<file path="src/rtl/dmem_arbiter.sv">
// Round-robin arbiter sharing one byte-wide synchronous RAM between two word requesters.
// Each granted word is moved as four byte beats, most-significant byte at the lowest address.
module dmem_arbiter #(
  parameter int ADDR_WIDTH = 16
) (
  input  logic                  CLOCK_50,
  input  logic                  reset,
  input  logic                  req0,
  input  logic                  req1,
  input  logic                  we0,
  input  logic                  we1,
  input  logic [ADDR_WIDTH-1:0] addr0,
  input  logic [ADDR_WIDTH-1:0] addr1,
  input  logic [31:0]           wdata0,
  input  logic [31:0]           wdata1,
  output logic                  gnt0,
  output logic                  gnt1,
  output logic                  done0,
  output logic                  done1,
  output logic [31:0]           rdata0,
  output logic [31:0]           rdata1,
  output logic                  busy,
  output logic                  mem_en,
  output logic                  mem_we,
  output logic [ADDR_WIDTH-1:0] mem_addr,
  output logic [7:0]            mem_wdata,
  input  logic [7:0]            mem_rdata
);

  typedef enum logic [1:0] {IDLE, ACC, TAIL} state_t;

  state_t                state, state_next;
  logic [1:0]            beat, beat_next;
  logic                  grant_go;
  logic                  grant_id;
  logic                  last_q;
  logic                  port_q;
  logic                  we_q;
  logic [ADDR_WIDTH-1:0] addr_q;
  logic [31:0]           wdata_q;
  logic [23:0]           asm_q;

  always_ff @(posedge CLOCK_50 or posedge reset) begin
    if (reset) begin
      state <= IDLE;
      beat  <= 2'd0;
    end else begin
      state <= state_next;
      beat  <= beat_next;
    end
  end

  // Memory strobes are decoded from the latched transaction only, never from live requester inputs.
  always_comb begin
    state_next = state;
    beat_next  = beat;
    grant_go   = 1'b0;
    grant_id   = 1'b0;
    mem_en     = 1'b0;
    mem_we     = 1'b0;
    mem_addr   = '0;
    mem_wdata  = 8'h00;
    case (state)
      IDLE: begin
        if (req0 || req1) begin
          grant_go   = 1'b1;
          grant_id   = (req0 && req1) ? ~last_q : req1;
          state_next = ACC;
          beat_next  = 2'd0;
        end
      end
      ACC: begin
        mem_en   = 1'b1;
        mem_we   = we_q;
        mem_addr = addr_q + {{(ADDR_WIDTH-2){1'b0}}, beat};
        case (beat)
          2'd0:    mem_wdata = wdata_q[31:24];
          2'd1:    mem_wdata = wdata_q[23:16];
          2'd2:    mem_wdata = wdata_q[15:8];
          default: mem_wdata = wdata_q[7:0];
        endcase
        if (beat == 2'd3) begin
          state_next = TAIL;
        end else begin
          beat_next = beat + 2'd1;
        end
      end
      TAIL: begin
        state_next = IDLE;
      end
      default: begin
        state_next = IDLE;
        beat_next  = 2'd0;
      end
    endcase
  end

  // Read bytes arrive one cycle behind their beat; the last byte lands during TAIL and is
  // merged straight into the port register so rdata only changes when the read completes.
  always_ff @(posedge CLOCK_50 or posedge reset) begin
    if (reset) begin
      gnt0    <= 1'b0;
      gnt1    <= 1'b0;
      done0   <= 1'b0;
      done1   <= 1'b0;
      busy    <= 1'b0;
      last_q  <= 1'b1;
      port_q  <= 1'b0;
      we_q    <= 1'b0;
      addr_q  <= '0;
      wdata_q <= 32'h0;
      asm_q   <= 24'h0;
      rdata0  <= 32'h0;
      rdata1  <= 32'h0;
    end else begin
      gnt0  <= 1'b0;
      gnt1  <= 1'b0;
      done0 <= 1'b0;
      done1 <= 1'b0;
      busy  <= (state_next != IDLE);
      if (grant_go) begin
        port_q  <= grant_id;
        last_q  <= grant_id;
        we_q    <= grant_id ? we1 : we0;
        addr_q  <= grant_id ? addr1 : addr0;
        wdata_q <= grant_id ? wdata1 : wdata0;
        gnt0    <= ~grant_id;
        gnt1    <= grant_id;
      end
      if (state == ACC && !we_q) begin
        case (beat)
          2'd1:    asm_q[23:16] <= mem_rdata;
          2'd2:    asm_q[15:8]  <= mem_rdata;
          2'd3:    asm_q[7:0]   <= mem_rdata;
          default: asm_q        <= asm_q;
        endcase
      end
      if (state == TAIL) begin
        done0 <= ~port_q;
        done1 <= port_q;
        if (!we_q) begin
          if (port_q) begin
            rdata1 <= {asm_q, mem_rdata};
          end else begin
            rdata0 <= {asm_q, mem_rdata};
          end
        end
      end
    end
  end

endmodule

</file>
<file path="config.mk">
export PLATFORM = sky130hd
export DESIGN_NAME = dmem_arbiter
export DESIGN_NICKNAME = d
export VERILOG_FILES = /design/src/rtl/dmem_arbiter.sv
export SDC_FILE = /design/constraint.sdc
export NUM_CORES = 1
export LEC_CHECK = 0
export ABC_AREA = 1
export BUFFER_PORTS_ARGS = -buffer_cell sky130_fd_sc_hd__buf_2
export CAP_MARGIN = 30
export CORE_ASPECT_RATIO = 1.1
export CORE_UTILIZATION = 25
export CTS_BUF_LIST = sky130_fd_sc_hd__clkbuf_2 sky130_fd_sc_hd__clkbuf_4 sky130_fd_sc_hd__clkbuf_8
export DETAILED_ROUTE_END_ITERATION = 12
export PLACE_DENSITY = 0.53
export REMOVE_ABC_BUFFERS = 1
export SLEW_MARGIN = 20
export SYNTH_ARGS = -nofsm -noshare
export SYNTH_HDL_FRONTEND = slang
export SYNTH_SLANG_ARGS = --single-unit
export TNS_END_PERCENT = 1
</file>
<file path="constraint.sdc">
create_clock -name CLOCK_50 -period 7.5 [get_ports CLOCK_50]
set_input_delay 0.375 -clock CLOCK_50 [delete_from_list [all_inputs] [get_ports CLOCK_50]]
set_output_delay 0.375 -clock CLOCK_50 [all_outputs]
set_load 0.005 [all_outputs]
</file>
# Word-level counts from Yosys, hierarchy flattened

Index checks and enable logic that the tools add are counted.

Latch bits: 0
Memory bits (read-only): 0
Memories: 0
Input port bits: 110
RAM bits: 0
Register bits: 148

$add $sub $neg: 2
$lt $le $gt $ge: 0
Bitwise operators: 5
Reductions and logical operators: 13
Eq/ne operators: 7
Mux-type cells: 23
$mul: 0
Shift operators: 0
Divide/modulo/power cells: 0

Operators by type and width:

| kind                                           | count |
|---|---|
| 2-to-1 mux 16 bit                              | 2 |
| 2-to-1 mux 32 bit                              | 1 |
| one-hot mux 8 bit (3 select lines)             | 1 |
| adder 16 x 2 -> 16 bit                         | 1 |
| 2-to-1 mux 1 bit                               | 12 |
| AND reduction 3 bit                            | 3 |
| 2-to-1 mux 2 bit                               | 4 |
| 2-to-1 mux 8 bit                               | 1 |
| == test 2 bit (second input constant)          | 3 |
| one-hot mux 2 bit (3 select lines)             | 1 |
| AND reduction 2 bit                            | 3 |
| NOT 1 bit                                      | 5 |
| == test 2 x 1 -> 1 bit (second input constant) | 2 |
| zero test 2 bit                                | 2 |
| != test 2 bit (second input constant)          | 2 |
| one-hot mux 2 bit (2 select lines)             | 1 |
| adder 2 x 1 -> 2 bit (second input constant)   | 1 |
| logical AND 1 bit                              | 2 |
| nonzero test 2 bit                             | 1 |
| zero test 1 bit                                | 1 |
| logical OR 1 bit                               | 1 |

# Longest topological paths before layout

Gate-level depths: netlist of run 1.

Depth after elaboration: 6
Depth in mapped cells: 8
Depth with buffers taken out: 8

# Least setup slack after synthesis of run 1

OpenSTA, ideal clock, no wires.

Path type: register to output
From: reg beat[0]
To: out mem_addr[14]
Arrival: 1.485 ns
Path slack: 5.640 ns
Cell stages (with the launch flop): 8
Path through: dfrtp_1 -> ha_1 -> fa_1 -> nand2_1 -> nor2_1 -> nand3_1 -> o21ai_0 -> nor2_1

Longest elaborated chain between the ends: 2

RTL lines:

| item                   | line | source |
|---|---|---|
| from (decl)            | 33   | `logic [1:0] beat, beat_next;` |
| from (signal assigned) | 49   | `beat <= beat_next;` |
| adder 16 x 2 -> 16 bit | 75   | `mem_addr = addr_q + {{(ADDR_WIDTH-2){1'b0}}, beat};` |
| 2-to-1 mux 16 bit      | 63   | `case (state)` |
| to (decl)              | 25   | `output logic [ADDR_WIDTH-1:0] mem_addr,` |

No other way between the ends.

# Worst setup path in the final report of run 1

Ends and elaborated chain as after synthesis.

==> results.txt, run 1 <==
area delta synth->final -> 25.9%
First-pass DRT Iterations -> 5
Max Root-Sink Buffers -> 2
fmax -> 0.381 GHz
final net count -> 1083
number of buffers created by CTS -> 17
CP Data Required Time -> 7120 ps
full die area -> 0.0270 mm2
dpl ws -> 5300 ps
post-synthesis instance total -> 772
Reg clk slew, reported paths -> 80 ps
grt ovf -> 0
Setup Viol. Count Final -> 0
Syn. warnings -> 0
CP startpoint kind -> flop
post-cts resize count -> 0
main flop type after synthesis -> dfrtp_1
H-tree depth -> 4
HP Class -> input port to asynchronous set/reset pin
vias in the first global route -> 5350
clock latency on the worst-skew pair -> 450 ps
Post-Syn Area -> 0.00660 mm2
P_leak -> 0.00427 uW
largest area contributor in the netlist -> dfrtp_1
Synth async-reset ratio -> 1.00
Die X -> 157 um
DRC violations left -> 0
Worst Path Arrival -> 2250 ps
routability cong. -> 0.726
setup_tns -> 0 ps
Pwr Density -> 395 mW/mm2
number of flops mapped to enable cells by yosys -> 0
register area share after synthesis -> 0.561
Ports -> 205
Final Cycle Share -> 0.350
Die Height -> 172 um
final std cells w/o fill -> 1332
setup ws final -> 4880 ps
# port buffers -> 204
run status -> complete, no violations
Max FO, Critical Path -> 6
RSZ-0062 raised after global routing -> no
pin count of the biggest net entering global routing -> 79
Logic pwr share -> 0.394
vias -> 5608
Max Cap Violations -> 0
sequential power share -> 0.411
initial antenna violation count -> 4
final core area utilization -> 0.320
largest cells by area after synthesis -> dfrtp_1 (56%), nand2_1 (16%), o21ai_1 (6.1%)
Synth cell types -> 27
final antenna-violating net count -> 0
IR drop worst, VDD -> 188 uV
Least-Margin Pin Slew -> 727 ps
Setup Buffers After CTS -> 0
final wirelength -> 18.5 mm
clk_skew -> 17.9 ps
gr usage total -> 0.140
layout cells sized above 1 -> 0.270
Worst slew margin -> 0.515
sw frac -> 0.397
most instantiated cells after synthesis -> nand2_1 (285), dfrtp_1 (147), o21ai_1 (81)
CTS root buffer -> clkbuf_8
initial drt markers -> 224
Site Rows -> 62
Post-DP Area -> 0.00788 mm2
Critical Path End Type -> output port
DP Cell Count -> 1298
Vias/cell -> 4.21
first-pass GRT wire length -> 28.7 mm
Hold-fix buffers, CTS -> 0
clock power share -> 0.195
Initial Utilization -> 0.254
Mean Syn Cell Area -> 8.55 um2
Slew Viols, Final -> 0
Sink Count -> 148
DP HPWL -> 12.8 mm
Core Region -> 0.0260 mm2
Switch Pwr -> 1300 uW
Pint -> 1980 uW
routed wire length per instance -> 13.9 um
Hold Fails Final Rpt -> 0
crit path kind -> flop to output port
share of Yosys cell area claimed by the top area cell type -> 0.557
fin crit period -> 2620 ps
Yosys reg bits -> 148
final instance area -> 0.00831 mm2
TritonCTS clock tree -> built
top-count cell post-synth -> nand2_1
-- placed cells by master (no fill, tap or decap) --
cell type | Yosys | routed
nand2_1 | 285 | 285
buf_2 | 7 | 204
dfrtp_1 | 147 | 147
o21ai_1 | 81 | 81
inv_1 | 63 | 62
nand3_1 | 41 | 41
nor2_1 | 30 | 30
o21ai_0 | 23 | 23
o211ai_1 | 18 | 18
clkbuf_8 | 0 | 18
a21oi_1 | 11 | 11
ha_1 | 6 | 6
inv_2 | 5 | 5
nor2_4 | 3 | 4
nand4_1 | 4 | 4
o21ai_2 | 5 | 4
nand3_2 | 3 | 3
nor3_1 | 3 | 3
inv_6 | 0 | 3
clkinvlp_4 | 0 | 3
clkbuf_4 | 0 | 3
buf_4 | 7 | 3
nor2_2 | 3 | 2
nand2_4 | 2 | 2
clkinv_4 | 0 | 2
clkinv_2 | 0 | 2
bufinv_16 | 0 | 2
diode_2 | 0 | 1
o21ai_4 | 0 | 1
nand3b_1 | 1 | 1
o21a_1 | 1 | 1
clkinv_1 | 1 | 1
fa_1 | 1 | 1
dfstp_2 | 1 | 1
buf_12 | 0 | 1
buf_16 | 0 | 1
-- path summary, 6_finish.rpt --
kind / from / to / slack, ps / cells after the start
max in group asynchronous: reset / last_q$_DFFE_PP1P_ / 6320 / 4
worst min register to register: last_q$_DFFE_PP1P_ / last_q$_DFFE_PP1P_ / 470 / 2
worst min-delay path: reset / rdata1[25]$_DFFE_PP0P_ / 40 / 2
worst max-delay path: beat[0]$_DFFE_PP0P_ / mem_addr[14] / 4880 / 8
worst max register to register: state[1]$_DFF_PP0_ / addr_q[15]$_DFFE_PP0P_ / 5620 / 6
min in group CLOCK_50: wdata0[28] / wdata_q[28]$_DFFE_PP0P_ / 130 / 3
-- sequential cells by signal (all words and copies together) (netlist names) --
| signal | cells |
|---|---|
| asm_q | 24 |
| state | 2 |
| gnt1 | 1 |
| gnt0 | 1 |
| wdata_q | 32 |
| we_q | 1 |
| rdata0 | 32 |
| port_q | 1 |
| done1 | 1 |
| beat | 2 |
| busy | 1 |
| last_q | 1 |
| done0 | 1 |
| rdata1 | 32 |
| addr_q | 16 |
-- power groups by stage --
stage | logic, uW | registers (uW) | clock network [uW]
global placement | 1300 | 1360 | 0
floorplan | 776 | 1340 | 0
finish | 1290 | 1350 | 640
CTS | 1320 | 1350 | 673
global route | 1500 | 1390 | 703
detailed placement | 1320 | 1360 | 0
-- stage by stage --
step,power [uW],hold WS (ps)
3_3_place_gp,2660,452
4_1_cts,3350,39.5
2_1_floorplan,2120,444
3_5_place_dp,2680,458
5_1_grt,3600,58.7
6_report,3280,37.0
-- metal layers --
layer  track usage  part of all wire
met4        0.0354            0.0080
met5             0            0.0019
met1         0.183              0.47
met3        0.0426             0.064
met2         0.223              0.45
-- critical path, cell delays in order, from the launching register on --
cell and delay [ps]:
dfrtp_1 410, ha_1 210, fa_1 240, nand2_1 90, nor2_1 350, nand3_1 150, o21ai_0 180, nor2_1 60
buf_2 120
-- final cells by class --
type	count	area (um2)
fillers	2824	17700
flip-flops and latches	148	3700
multi-input cells	521	2410
repair buffers	209	1090
well taps	352	440
clock buffers	21	270
inverters	69	264
clock inverters	11	128
diodes	1	2.50
-- cells by family (layout without fill, tap and decap cells) --
kind of cell	count (synthesis)	after routing	synth area share
compound gates	139	139	0.115
flops	148	148	0.561
other cells	0	1	0
buf+inv	103	310	0.0753
simple gates	375	375	0.233
fa+ha+maj	7	7	0.0144
Note: power is estimated with default switching activity, not from simulation.
==> inputs of run 2 (changes only) <==
clock period = 2.5 ns   (was 7.5 ns; I/O delays follow)
==> run 2 against run 1 <==
  * Routed wire length rose by 6.3%
  * Clock power rose to 3.2 times the previous value
  * Critical path depth did not move
  * Sequential share of layout area fell by 5.4 points
  * Non-clock buffer count rose by 111
  * Sequential cell count did not move
  * Combinational power rose to 3.7 times the previous value
  * Global-route usage rose by 1.1 points
==> results.txt, run 2 (synthesized netlist as in run 1, its figures left out) <==
largest registers -> rdata0 x32, rdata1 x32, wdata_q x32
Worst Path Arrival -> 2210 ps (-40 ps)
vias in the first global route -> 5930 (+11%)
TritonCTS clock tree -> built
First-pass DRT Iterations -> 5 (unchanged)
# port buffers -> 204 (unchanged)
H-tree depth -> 4 (unchanged)
final antenna-violating net count -> 0 (unchanged)
Pwr Density -> 1160 mW/mm2 (+190%)
Reg clk slew, reported paths -> 90 ps (about the same)
layout cells sized above 1 -> 0.250 (-0.0201)
run status -> complete, no violations
clk_skew -> 8.02 ps (-9.87 ps)
DRC violations left -> 0 (unchanged)
setup_tns -> 0 ps (unchanged)
fmax -> 0.429 GHz
vias -> 6133 (+9.4%)
Site Rows -> 62 (unchanged)
Max Cap Violations -> 0 (unchanged)
CP startpoint kind -> flop
Max Root-Sink Buffers -> 2 (unchanged)
clock latency on the worst-skew pair -> 440 ps (about the same)
Die Height -> 172 um (unchanged)
initial drt markers -> 313 (+40%)
CP Data Required Time -> 2380 ps (-4740 ps)
Die X -> 157 um (unchanged)
grt ovf -> 0 (unchanged)
Slew Viols, Final -> 0 (unchanged)
Sink Count -> 148 (unchanged)
pin count of the biggest net entering global routing -> 65 (-18%)
area delta synth->final -> 43.2%
Core Region -> 0.0260 mm2 (unchanged)
full die area -> 0.0270 mm2 (unchanged)
number of buffers created by CTS -> 17 (unchanged)
Initial Utilization -> 0.254 (unchanged)
routed wire length per instance -> 13.6 um (-1.8%)
Max FO, Critical Path -> 4 (-2)
routability cong. -> 0.776 (+6.9%)
final net count -> 1194 (+10%)
Worst slew margin -> 0.532 (+0.0166)
RSZ-0062 raised after global routing -> yes
Vias/cell -> 4.25 (+1.0%)
Critical Path End Type -> output port
gr usage total -> 0.151 (+0.0111)
commonest non-fill, non-tap cell in the layout -> nand2_1
P_leak -> 0.00476 uW (+12%)
DP HPWL -> 13.1 mm (+2.1%)
Hold Fails Final Rpt -> 0 (unchanged)
IR drop worst, VDD -> 363 uV (+94%)
Least-Margin Pin Slew -> 703 ps (-24.2 ps)
initial antenna violation count -> 0 (-4)
first-pass GRT wire length -> 31.1 mm (+8.4%)
n_diodes -> 0 (-1)
most frequent cells in the layout -> nand2_1 (284), buf_2 (204), dfrtp_1 (147)
Final Cycle Share -> 0.932
final wirelength -> 19.7 mm (+6.3%)
CTS root buffer -> clkbuf_8
HP Class -> input port to flop
crit path kind -> flop to output port
Ports -> 205 (unchanged)
final core area utilization -> 0.364 (+0.0438)
Setup Viol. Count Final -> 0 (unchanged)
fin crit period -> 2330 ps
run 2: layer usage:
metal / GRT usage / wire length, um / part of all wire / up-vias
li1: - / - / - / 3081
met2: 0.254 / 9420 / 0.48 / 179
met4: 0.0401 / 153 / 0.0078 / 0
met1: 0.193 / 9100 / 0.46 / 2863
met5: 0 / 0 / 0 / -
met3: 0.0336 / 982 / 0.050 / 10
run 2: power breakdown:
part	leakage, uW	switching [uW]	internal, uW	total [uW]
Sequential	0.00176	607	3440	4050
Combinational	0.00279	2510	2310	4820
Clock	0.000214	994	1070	2060
Total	0.00476	4110	6820	10900
run 2: timing repair:
item                       in CTS  in global routing
hold endpoints to repair      119                  0
setup endpoints to repair       1                  5
gates resized for setup         1                  3
hold buffers                  106                  0
buffers inserted                0                  0
run 2: worst max-delay path, cell delays in order (launching register included):
cell	delay [ps]
dfrtp_1	440
ha_1	250
fa_2	380
nand2_1	140
nor2_1	80
nand2_1	80
o21ai_0	80
a21oi_1	160
buf_2	140
run 2: final cells by class:
class                      count  area [um2]
fill                        2707       16500
clock inverter                12         166
inverter                      69         264
sequential                   148        3700
timing repair buffer         320        2180
clock buffer                  20         269
multi-input combinational    521        2420
tap                          352         440
run 2: path summary, 6_finish.rpt:
path | from | to | slack, ps | cells past startpoint
hold reg to reg | last_q$_DFFE_PP1P_ | last_q$_DFFE_PP1P_ | 470 | 2
setup reg to reg | state[1]$_DFF_PP0_ | wdata_q[0]$_DFFE_PP0P_ | 230 | 7
setup / recovery | beat[0]$_DFFE_PP0P_ | mem_addr[6] | 170 | 8
max in group asynchronous | reset | last_q$_DFFE_PP1P_ | 1430 | 4
min in group asynchronous | reset | rdata1[1]$_DFFE_PP0P_ | 270 | 3
hold / removal | mem_rdata[6] | rdata1[6]$_DFFE_PP0P_ | 50 | 3
run 2: through the flow:
| step | setup slack, ps | hold WS, ps | cell area (um2) | instances | total power, uW |
|---|---|---|---|---|---|
| global route | -8.46 | 28.8 | 9450 | 1442 | 12000 |
| detailed placement | 498 | 215 | 7940 | 1304 | 8110 |
| finish | 169 | 45.4 | 9450 | 1442 | 10900 |
| floorplan | -1600 | 245 | 6360 | 738 | 6350 |
| CTS | 54.2 | 6.59 | 9440 | 1442 | 11100 |
| global placement | 507 | 209 | 7920 | 1303 | 8010 |
